==> config.mk <==
export PLATFORM = sky130hd
export DESIGN_NAME = output_drain_ctrl_flat
export DESIGN_NICKNAME = d
export VERILOG_FILES = /design/src/rtl/output_drain_ctrl_pkg.sv /design/src/rtl/output_drain_ctrl_if.sv /design/src/rtl/output_drain_ctrl_requant_lane.sv /design/src/rtl/output_drain_ctrl.sv /design/src/flat_wrapper.sv
export SDC_FILE = /design/constraint.sdc
export NUM_CORES = 2
export LEC_CHECK = 0
export ABC_AREA = 1
export BUFFER_PORTS_ARGS = -buffer_cell sky130_fd_sc_hd__buf_2
export CELL_PAD_IN_SITES_DETAIL_PLACEMENT = 1
export CELL_PAD_IN_SITES_GLOBAL_PLACEMENT = 1
export CORE_MARGIN = 2
export CORE_UTILIZATION = 41
export CTS_BUF_LIST = sky130_fd_sc_hd__clkbuf_4
export DETAILED_ROUTE_END_ITERATION = 8
export PLACE_DENSITY = 0.95
export SYNTH_ARGS = -nofsm -noshare
export SYNTH_HDL_FRONTEND = slang
export SYNTH_SLANG_ARGS = --single-unit
==> constraint.sdc <==
create_clock -name clk -period 6.85 [get_ports clk]
set_input_delay 0.3425 -clock clk [delete_from_list [all_inputs] [get_ports clk]]
set_output_delay 0.3425 -clock clk [all_outputs]
set_load 0.02 [all_outputs]
==> src/rtl/output_drain_ctrl_pkg.sv <==
// Shared types and constants for the output drain sequencer.
// Holds the FSM state encoding, the default widths and the rounding-constant helper.
package drain_pkg;

    typedef enum logic [1:0] {
        ST_IDLE  = 2'd0,
        ST_READ  = 2'd1,
        ST_DRAIN = 2'd2,
        ST_DONE  = 2'd3
    } drain_state_e;

    localparam int DEF_LANES             = 8;
    localparam int DEF_ACC_WIDTH         = 32;
    localparam int DEF_OUT_WIDTH         = 8;
    localparam int DEF_C_ADDR_WIDTH      = 10;
    localparam int DEF_D_ADDR_WIDTH      = 9;
    localparam int DEF_BRAM_READ_LATENCY = 1;

    // Half an LSB of the shifted result, so the arithmetic shift rounds half-up.
    function automatic logic [DEF_ACC_WIDTH:0] round_const(input logic [4:0] shift);
        if (shift == 5'd0) begin
            return '0;
        end
        return (DEF_ACC_WIDTH + 1)'(1) << (shift - 5'd1);
    endfunction

endpackage

==> src/rtl/output_drain_ctrl_if.sv <==
// Command, C-read, D-write and status signals of the drain sequencer.
// Handshake: a command transfers on a rising edge where cmd_valid and cmd_ready are both high.
interface output_drain_ctrl_if #(
    parameter int LANES        = drain_pkg::DEF_LANES,
    parameter int ACC_WIDTH    = drain_pkg::DEF_ACC_WIDTH,
    parameter int OUT_WIDTH    = drain_pkg::DEF_OUT_WIDTH,
    parameter int C_ADDR_WIDTH = drain_pkg::DEF_C_ADDR_WIDTH,
    parameter int D_ADDR_WIDTH = drain_pkg::DEF_D_ADDR_WIDTH
);
    logic                          cmd_valid;
    logic                          cmd_ready;
    logic [C_ADDR_WIDTH-1:0]       cmd_src;
    logic [D_ADDR_WIDTH-1:0]       cmd_dst;
    logic [C_ADDR_WIDTH-1:0]       cmd_len;
    logic [4:0]                    cmd_shift;
    logic                          cmd_relu;
    logic [C_ADDR_WIDTH-1:0]       c_addr;
    logic                          c_en;
    logic [LANES*ACC_WIDTH-1:0]    c_dout;
    logic [D_ADDR_WIDTH-1:0]       d_addr;
    logic [LANES*OUT_WIDTH-1:0]    d_din;
    logic                          d_we;
    logic                          busy;
    logic                          done;
    logic [1:0]                    dbg_state;

    modport master (
        input  cmd_valid, cmd_src, cmd_dst, cmd_len, cmd_shift, cmd_relu, c_dout,
        output cmd_ready, c_addr, c_en, d_addr, d_din, d_we, busy, done, dbg_state
    );

    modport slave (
        output cmd_valid, cmd_src, cmd_dst, cmd_len, cmd_shift, cmd_relu, c_dout,
        input  cmd_ready, c_addr, c_en, d_addr, d_din, d_we, busy, done, dbg_state
    );
endinterface

==> src/rtl/output_drain_ctrl_requant_lane.sv <==
// One accumulator lane: round-half-up shift, optional ReLU, saturate to OUT_WIDTH.
// Purely combinational; the parent registers the packed result.
module requant_lane
    import drain_pkg::*;
#(
    parameter int ACC_WIDTH = DEF_ACC_WIDTH,
    parameter int OUT_WIDTH = DEF_OUT_WIDTH
) (
    input  logic [ACC_WIDTH-1:0] acc,
    input  logic [4:0]           shift,
    input  logic                 relu,
    output logic [OUT_WIDTH-1:0] q
);
    localparam logic signed [ACC_WIDTH:0] SAT_MAX = (ACC_WIDTH + 1)'((1 << (OUT_WIDTH - 1)) - 1);
    localparam logic signed [ACC_WIDTH:0] SAT_MIN = ~SAT_MAX;

    logic signed [ACC_WIDTH:0] v;
    logic signed [ACC_WIDTH:0] r;

    // One extra bit keeps the rounding add from wrapping near the positive limit.
    always_comb begin
        v = $signed({acc[ACC_WIDTH-1], acc}) + $signed((ACC_WIDTH + 1)'(round_const(shift)));
        r = v >>> shift;
        if (relu && r[ACC_WIDTH]) begin
            r = '0;
        end
        if (r > SAT_MAX) begin
            r = SAT_MAX;
        end else if (r < SAT_MIN) begin
            r = SAT_MIN;
        end
        q = r[OUT_WIDTH-1:0];
    end
endmodule

==> src/rtl/output_drain_ctrl.sv <==
// Drains accumulator rows from the C buffer into packed int8 words in the D buffer,
// one row per cycle, with per-lane requantization and a registered write stage.
module output_drain_ctrl
    import drain_pkg::*;
#(
    parameter int LANES             = DEF_LANES,
    parameter int ACC_WIDTH         = DEF_ACC_WIDTH,
    parameter int OUT_WIDTH         = DEF_OUT_WIDTH,
    parameter int C_ADDR_WIDTH      = DEF_C_ADDR_WIDTH,
    parameter int D_ADDR_WIDTH      = DEF_D_ADDR_WIDTH,
    parameter int BRAM_READ_LATENCY = DEF_BRAM_READ_LATENCY
) (
    input logic               clk,
    input logic               rst,
    output_drain_ctrl_if.master bus
);
    localparam int L = BRAM_READ_LATENCY;

    localparam logic [1:0] IDLE  = ST_IDLE;
    localparam logic [1:0] READ  = ST_READ;
    localparam logic [1:0] DRAIN = ST_DRAIN;
    localparam logic [1:0] DONE  = ST_DONE;

    logic [1:0]                 state;
    logic [C_ADDR_WIDTH-1:0]    src_ptr;
    logic [C_ADDR_WIDTH-1:0]    rem;
    logic [D_ADDR_WIDTH-1:0]    dst_ptr;
    logic [D_ADDR_WIDTH-1:0]    d_addr_q;
    logic [4:0]                 shift_q;
    logic                       relu_q;
    logic [L-1:0]               vpipe;
    logic                       d_we_q;
    logic [LANES*OUT_WIDTH-1:0] d_din_q;
    logic [LANES*OUT_WIDTH-1:0] q_word;
    logic                       rd_en;

    assign rd_en = (state == READ);

    for (genvar k = 0; k < LANES; k++) begin : g_lane
        requant_lane #(
            .ACC_WIDTH(ACC_WIDTH),
            .OUT_WIDTH(OUT_WIDTH)
        ) u_lane (
            .acc  (bus.c_dout[k*ACC_WIDTH +: ACC_WIDTH]),
            .shift(shift_q),
            .relu (relu_q),
            .q    (q_word[k*OUT_WIDTH +: OUT_WIDTH])
        );
    end

    always_ff @(posedge clk) begin
        if (rst) begin
            state    <= IDLE;
            src_ptr  <= '0;
            rem      <= '0;
            dst_ptr  <= '0;
            d_addr_q <= '0;
            shift_q  <= '0;
            relu_q   <= 1'b0;
            vpipe    <= '0;
            d_we_q   <= 1'b0;
            d_din_q  <= '0;
        end else begin
            vpipe[0] <= rd_en;
            for (int i = 1; i < L; i++) begin
                vpipe[i] <= vpipe[i-1];
            end
            d_we_q <= vpipe[L-1];
            if (vpipe[L-1]) begin
                d_addr_q <= dst_ptr;
                dst_ptr  <= dst_ptr + 1'b1;
                d_din_q  <= q_word;
            end
            case (state)
                IDLE: begin
                    if (bus.cmd_valid) begin
                        src_ptr <= bus.cmd_src;
                        dst_ptr <= bus.cmd_dst;
                        rem     <= bus.cmd_len;
                        shift_q <= bus.cmd_shift;
                        relu_q  <= bus.cmd_relu;
                        state   <= (bus.cmd_len == '0) ? DONE : READ;
                    end
                end
                READ: begin
                    src_ptr <= src_ptr + 1'b1;
                    rem     <= rem - 1'b1;
                    if (rem == C_ADDR_WIDTH'(1)) begin
                        state <= DRAIN;
                    end
                end
                // Once the pipe is empty the last row is already in the write register,
                // so its write lands in the same cycle this transition is taken.
                DRAIN: begin
                    if (vpipe == '0) begin
                        state <= DONE;
                    end
                end
                DONE:    state <= IDLE;
                default: state <= IDLE;
            endcase
        end
    end

    assign bus.cmd_ready = (state == IDLE);
    assign bus.c_en      = rd_en;
    assign bus.c_addr    = src_ptr;
    assign bus.d_addr    = d_addr_q;
    assign bus.d_din     = d_din_q;
    assign bus.d_we      = d_we_q;
    assign bus.busy      = (state != IDLE);
    assign bus.done      = (state == DONE);
    assign bus.dbg_state = state;
endmodule

==> src/flat_wrapper.sv <==
// flat-port wrapper written by rule: the top's interface ports become plain ports
module output_drain_ctrl_flat import drain_pkg::*;
#(
    parameter int LANES             = DEF_LANES,
    parameter int ACC_WIDTH         = DEF_ACC_WIDTH,
    parameter int OUT_WIDTH         = DEF_OUT_WIDTH,
    parameter int C_ADDR_WIDTH      = DEF_C_ADDR_WIDTH,
    parameter int D_ADDR_WIDTH      = DEF_D_ADDR_WIDTH,
    parameter int BRAM_READ_LATENCY = DEF_BRAM_READ_LATENCY
)
  (clk, rst, bus_cmd_valid, bus_cmd_src, bus_cmd_dst, bus_cmd_len, bus_cmd_shift, bus_cmd_relu, bus_c_dout, bus_cmd_ready, bus_c_addr, bus_c_en, bus_d_addr, bus_d_din, bus_d_we, bus_busy, bus_done, bus_dbg_state);
  output_drain_ctrl_if #(.LANES(LANES), .ACC_WIDTH(ACC_WIDTH), .OUT_WIDTH(OUT_WIDTH), .C_ADDR_WIDTH(C_ADDR_WIDTH), .D_ADDR_WIDTH(D_ADDR_WIDTH)) bus_i ();
  input logic clk;
  input logic rst;
  input wire logic [$bits(bus_i.cmd_valid)-1:0] bus_cmd_valid;
  input wire logic [$bits(bus_i.cmd_src)-1:0] bus_cmd_src;
  input wire logic [$bits(bus_i.cmd_dst)-1:0] bus_cmd_dst;
  input wire logic [$bits(bus_i.cmd_len)-1:0] bus_cmd_len;
  input wire logic [$bits(bus_i.cmd_shift)-1:0] bus_cmd_shift;
  input wire logic [$bits(bus_i.cmd_relu)-1:0] bus_cmd_relu;
  input wire logic [$bits(bus_i.c_dout)-1:0] bus_c_dout;
  output wire logic [$bits(bus_i.cmd_ready)-1:0] bus_cmd_ready;
  output wire logic [$bits(bus_i.c_addr)-1:0] bus_c_addr;
  output wire logic [$bits(bus_i.c_en)-1:0] bus_c_en;
  output wire logic [$bits(bus_i.d_addr)-1:0] bus_d_addr;
  output wire logic [$bits(bus_i.d_din)-1:0] bus_d_din;
  output wire logic [$bits(bus_i.d_we)-1:0] bus_d_we;
  output wire logic [$bits(bus_i.busy)-1:0] bus_busy;
  output wire logic [$bits(bus_i.done)-1:0] bus_done;
  output wire logic [$bits(bus_i.dbg_state)-1:0] bus_dbg_state;
  assign bus_i.cmd_valid = bus_cmd_valid;
  assign bus_i.cmd_src = bus_cmd_src;
  assign bus_i.cmd_dst = bus_cmd_dst;
  assign bus_i.cmd_len = bus_cmd_len;
  assign bus_i.cmd_shift = bus_cmd_shift;
  assign bus_i.cmd_relu = bus_cmd_relu;
  assign bus_i.c_dout = bus_c_dout;
  assign bus_cmd_ready = bus_i.cmd_ready;
  assign bus_c_addr = bus_i.c_addr;
  assign bus_c_en = bus_i.c_en;
  assign bus_d_addr = bus_i.d_addr;
  assign bus_d_din = bus_i.d_din;
  assign bus_d_we = bus_i.d_we;
  assign bus_busy = bus_i.busy;
  assign bus_done = bus_i.done;
  assign bus_dbg_state = bus_i.dbg_state;
  output_drain_ctrl #(.LANES(LANES), .ACC_WIDTH(ACC_WIDTH), .OUT_WIDTH(OUT_WIDTH), .C_ADDR_WIDTH(C_ADDR_WIDTH), .D_ADDR_WIDTH(D_ADDR_WIDTH), .BRAM_READ_LATENCY(BRAM_READ_LATENCY)) u_core (.clk(clk), .rst(rst), .bus(bus_i));
endmodule
Yosys cells after proc, flatten, opt, wreduce, memory -nomap -nowiden
Index checks and enable logic that the tools add are counted.
Word-level totals
  register bits after elaboration: 112
  input bits: 294
  output and inout bits: 90
  word-level logic and storage cells: 109
Operators by class
  magnitude comparators: 16
  muxes and demuxes: 39
  equality and inequality tests: 7
  add/sub/neg operators: 12
  reductions and logical operators: 16
  shift-type cells: 9
Operators with widths (number)
  33-bit two-way mux: 10
  32-bit by 33-bit adder with 33-bit output: 8
  33-bit by 8-bit greater-than comparator with 1-bit output, second input constant: 8
  33-bit by 8-bit less-than comparator with 1-bit output, second input constant: 8
  33-bit by 5-bit >>> shifter with 33-bit output: 8
  8-bit two-way mux: 16
  10-bit one-hot mux with 2 select lines: 2
  1-bit by 5-bit left shift with 33-bit output, first input constant: 1
  9-bit two-way mux: 3
  10-bit two-way mux: 2
  10-bit by 1-bit adder with 10-bit output, second input constant: 1
  10-bit by 1-bit equality test with 1-bit output, second input constant: 1
  10-bit zero test: 1
  10-bit by 1-bit subtractor with 10-bit output, second input constant: 1
  9-bit by 1-bit adder with 9-bit output, second input constant: 1
  1-bit logical AND: 8
  2-bit two-way mux: 4
  2-bit one-hot mux with 4 select lines: 1
  5-bit zero test: 1
  5-bit by 1-bit subtractor with 5-bit output, second input constant: 1
  2-bit equality test, second input constant: 2
  2-bit inequality test, second input constant: 2
  2-bit AND reduction: 2
  2-bit nonzero test: 2
  5 further kinds: 5

Logic depth before layout (Yosys ltp)
  word-level depth: 10
  gate-level depth with buffers: 40
  depth with buffers taken out: 38

Hierarchy
A second synthesis with hierarchy kept.
Second synthesis, totals
  cells, all modules: 9800
  area total of the unflattened synthesis: 47982.3 um^2
By module, submodules not included
  requant_lane (u_core.g_lane[0].u_lane ...): area each 5474.0 um^2, cells each 1144, times used 5, sequential area each 0.0 um^2
  requant_lane (u_core.g_lane[1].u_lane): area each 5382.7 um^2, cells each 1146, times used 1, sequential area each 0.0 um^2
  requant_lane (u_core.g_lane[7].u_lane): area each 5345.1 um^2, cells each 1150, times used 1, sequential area each 0.0 um^2
  requant_lane (u_core.g_lane[2].u_lane): area each 5162.5 um^2, cells each 1124, times used 1, sequential area each 0.0 um^2
  output_drain_ctrl: area each 4722.0 um^2, cells each 660, times used 1, sequential area each 2242.2 um^2

Worst setup path before layout
Ideal clock, no wire load.
  path kind: register -> register
  start: register u_core.shift_q[4]
  end: register u_core.d_din_q[40], in the netlist u_core.bus.d_din[40]
  library setup time: 0.117 ns
  data arrival time: 5.072 ns
  setup slack: 1.660 ns
  data required time: 6.733 ns
  path buffers: 8
  clock period less this slack: 5.190 ns
  cell stages (with the launch flop): 32
  path through: dfxtp_1 > buf_6 > inv_4 > buf_6 > buf_6 > buf_2 > buf_1 > clkbuf_1 > buf_1 > clkbuf_1 > nor4_1 > ha_1 > nand2_1 > nor2_1 > nor2_1 > nor4_1 > a311oi_1 > nand3_1 > nand2_4 > nand2_1 > nand2_1 > nand2_1 > nand2_1 > nand2_1 > nand2_1 > nand2_1 > nor2_1 > nand3_1 > nor3_1 > nor2_2 > nor2_1 > nor2_1
On the way
  longest elaborated chain between the ends: 10
  elaborated cells between the ends (all ways): 13
  those cells by class: 2 x add/sub; 2 x order compare; 2 x shift; 5 x mux; 2 x reduce/logical
RTL lines
  start, declared: RTL line output_drain_ctrl.sv:29  | logic [4:0] shift_q;
  start signal, assigned: RTL line output_drain_ctrl.sv:80  | shift_q <= bus.cmd_shift;
  5-bit by 1-bit subtractor with 5-bit output / 5-bit zero test (equally long branches): RTL line output_drain_ctrl_pkg.sv:24, output_drain_ctrl_pkg.sv:21
  1-bit by 5-bit left shift with 33-bit output / 1-bit two-way mux (equally long branches): RTL line output_drain_ctrl_pkg.sv:24, output_drain_ctrl_pkg.sv:21
  33-bit two-way mux: RTL line output_drain_ctrl_pkg.sv:24  | return (DEF_ACC_WIDTH + 1)'(1) << (shift - 5'd1);
  32-bit by 33-bit adder with 33-bit output: RTL line output_drain_ctrl_requant_lane.sv:22  | v = $signed({acc[ACC_WIDTH-1], acc}) + $signed((ACC_WIDTH + 1)'(round_const(shift)));
  33-bit by 5-bit >>> shifter with 33-bit output *: RTL line output_drain_ctrl_requant_lane.sv:23  | r = v >>> shift;
  1-bit logical AND: RTL line output_drain_ctrl_requant_lane.sv:24  | if (relu && r[ACC_WIDTH]) begin
  33-bit two-way mux *: RTL line output_drain_ctrl_requant_lane.sv:24
  33-bit by 8-bit less-than comparator with 1-bit output: RTL line output_drain_ctrl_requant_lane.sv:29  | end else if (r < SAT_MIN) begin
  8-bit two-way mux: RTL line output_drain_ctrl_requant_lane.sv:29
  8-bit two-way mux *: RTL line output_drain_ctrl_requant_lane.sv:27  | if (r > SAT_MAX) begin
  end signal, assigned: RTL line output_drain_ctrl.sv:72  | d_din_q <= q_word;
  end, declared: RTL line output_drain_ctrl.sv:33  | logic [LANES*OUT_WIDTH-1:0] d_din_q;
Every way passes the cells marked *; elsewhere a longest branch is shown, timed or not.
A chain may end at the register's enable or synchronous reset.

Final worst setup path
  start: register u_core.shift_q[2]
  end: register u_core.d_din_q[13], in the netlist u_core.bus.d_din[13]
Same word-level chain as after synthesis.

==> out/qor.txt <==
Clock power frac - 3.0%
Cell with the most instances after synthesis - nand2_1
Layout overhead on the synthesized area - 8.31%
Hold Vio Cnt, Final - 0
Rows - 119
Register area share after synthesis - 5.17%
Initial antenna violation count - 32
Antenna viol nets, final - 0
Status - completed
Initial core utilization - 41.2%
Setup crit start kind - flop
CP peak stage delay - 780 ps
P per Cell Area - 296 nW/um2
Post-synthesis cell area - 43400 um2
Reg clk slew, reported paths - 240 ps
Fraction of layout cells with a size suffix above 1 - 8.54%
GRT Util Overall - 47.8%
Root Driver - clkbuf_4
Switching pwr - 9.63 mW
Via density - 6.13
Initial DRC count - 6219
Hold slack - 50.0 ps
Hpwl dp - 217000 um
DRT Wirelength - 268000 um
IO Pins - 384
Slew @ Worst Pin - 1010 ps
Mapped Cells - 9068
Max FO, Critical Path - 36
Final slew viol count - 0
Worst Path Arrival - 6940 ps
Number of flops mapped to enable cells by yosys - 0
First-pass GRT wire length - 396000 um
Most area-hungry cell type in the Yosys netlist - nand2_1
DR WL/cell - 25.1 um
# clock sinks - 112
Fin crit share - 93.7%
Fin crit period - 6420 ps
DR vias - 65500
Flop and latch count out of synthesis - 112
FMAX - 0.156 GHz
CP most frequent cell - nand2_1
Crit. End Element - flop
CP max-delay cell - a21oi_1
CTS Buffer Depth - 2
Vias in the first global route - 66000
CP Class - reg2reg
Later-pin clock latency in the skew report - 600 ps
Share of the synthesized area in the top cell type - 25.9%
Setup slack after layout - 434 ps
Netlist cell types - 54
Routability cong. - 1.06
P_leak - 26.7 nW
Grt total ovfl - 0
Multi-input combinational cell area - 35300 um2
Syn Area/Cell - 4.78 um2
CORE AREA - 105000 um2
Final #Nets - 9731
Pwr Total - 13.9 mW
Remaining DRCs - 0
DP Worst Slack - 833 ps
Critical Path RT - 7370 ps
Maxcap violations - 0
Seq pwr share - 7.7%
Peak supply drop - 0.000201 V
Most instantiated cells after synthesis - nand2_1 (2993), nand3_1 (2192), inv_1 (1078), nor2_1 (839), a21oi_1 (415)
Top_reg_cell synth - dfxtp_1
DR pass1 iterations - 6
Largest net degree at the start of global routing - 145
Die ar. - 108000 um2
RSZ-0062 raised after global routing - false
Die Width - 329 um
Area occupied by registers - 2260 um2
Setup_tns - 0 ps
Synth top area cells - nand2_1 (26%), nand3_1 (25%), inv_1 (9.3%), nor2_1 (7.3%), dfxtp_1 (5.2%)
Die Ht - 329 um
Finish-stage setup viols - 0
Yosys warnings - 0
CTS tree - yes
HP Class - in2reg
# H-tree levels - 3
Post-synthesis async set-or-reset flop share - 0%
Skew final - 41.9 ps
Slew margin rel. - 32.5%
Cts bufs inserted - 9
Sw Ratio - 69.2%
Gate power share - 89.4%
IO Port Bufs - 383
Fillers - 16500
Core Util, Final - 44.7%
Pint - 4.29 mW
[kinds of logic after synthesis]
| logic type | synth area share [%] |
|---|---|
| adders and majority gates | 5.08 |
| buffers and inverters | 13.5 |
| and+or+nand+nor | 64.9 |
| AOI/OAI and AO/OA | 10.7 |
| DFF | 5.17 |
| other | 0.00865 |
| xor gates and xnor gates | 0.586 |
[power groups by stage]
| stage | Clock [mW] | Sequential [mW] | Combinational, mW |
|---|---|---|---|
| finish | 0.412 | 1.07 | 12.4 |
| global route | 0.438 | 1.08 | 13.5 |
| floorplan | 0 | 1.07 | 8.09 |
| detailed placement | 0 | 1.07 | 12.0 |
| global placement | 0 | 1.04 | 11.6 |
| CTS | 0.412 | 1.05 | 12.0 |
[area by class of cell]
type                       count  area share (%)
sequential                   112            4.82
inverter                    1168            9.45
clock inverter                 7           0.200
timing repair buffer         511            6.27
antenna                       30           0.160
clock buffer                   9           0.144
tap                         1391            3.71
multi-input combinational   7459            75.2
[cell usage in the layout, fill, tap and decap left out, drive strengths merged, types with 3 or more instances in the layout]
cell type  count
o211ai         9
o21bai        19
conb           8
nor4          41
a21boi         4
nor3          61
nor2         899
xor2          21
and2           4
a21oi        415
o21a          33
o221ai        32
a211oi         3
a31oi         75
nand3b        17
nand2       3060
clkbuf         9
nand4        105
xnor2          8
ha           176
dfxtp        112
o22ai          9
diode         30
inv         1166
buf          509
o31ai          4
o21ai        234
clkinv         9
nand3       2212
[worst max-delay path, delay by kind of cell, from the launching register on]
kind	cells	cell delay [ps]
compound gates	4	1310
fa+ha+maj	1	400
buf+inv	3	830
flops	1	510
simple gates	20	3230
[final timing paths]
kind	startpoint	slack, ps	to	cells past startpoint
setup reg to reg	u_core.shift_q[2]	430	u_core.bus.d_din[13]	28
hold reg to reg	u_core.bus.d_addr[2]	480	u_core.bus.d_addr[2]	2
hold / removal	bus_cmd_src[0]	50	u_core.bus.c_addr[0]	3
setup / recovery	u_core.shift_q[2]	430	u_core.bus.d_din[13]	28
[what timing repair did]
item                                   in CTS  in global routing
endpoints found under the hold margin       2                  0
hold buffers                                2                  0
gates resized for setup                     0                  1
buffers inserted                            0                  0
setup endpoints to repair                   0                  7
[registers in the layout, indices dropped and copies added, names as in the netlist]
signal / flops
u_core.dst_ptr: 9
u_core.bus.c_addr: 10
u_core.rem: 10
u_core.bus.d_din: 64
u_core.relu_q: 1
u_core.bus.d_addr: 9
u_core.bus.dbg_state: 2
u_core.vpipe: 1
u_core.bus.d_we: 1
u_core.shift_q: 5
[routing by layer]
layer	global-route usage (%)	wire length, um	vias up
met5	0	329	-
met3	13.2	25000	1282
li1	-	-	30100
met1	49.0	92600	30900
met4	45.3	30600	22
met2	78.7	119000	3162
[per-stage QoR]
stage	std cells	area [um2]
after floorplan	9075	43400
after global placement	10600	46700
after detailed placement	10600	46700
after CTS	10700	46900
after global routing	10700	46900
final	10700	47000
Note: power is estimated with default switching activity, not from simulation.
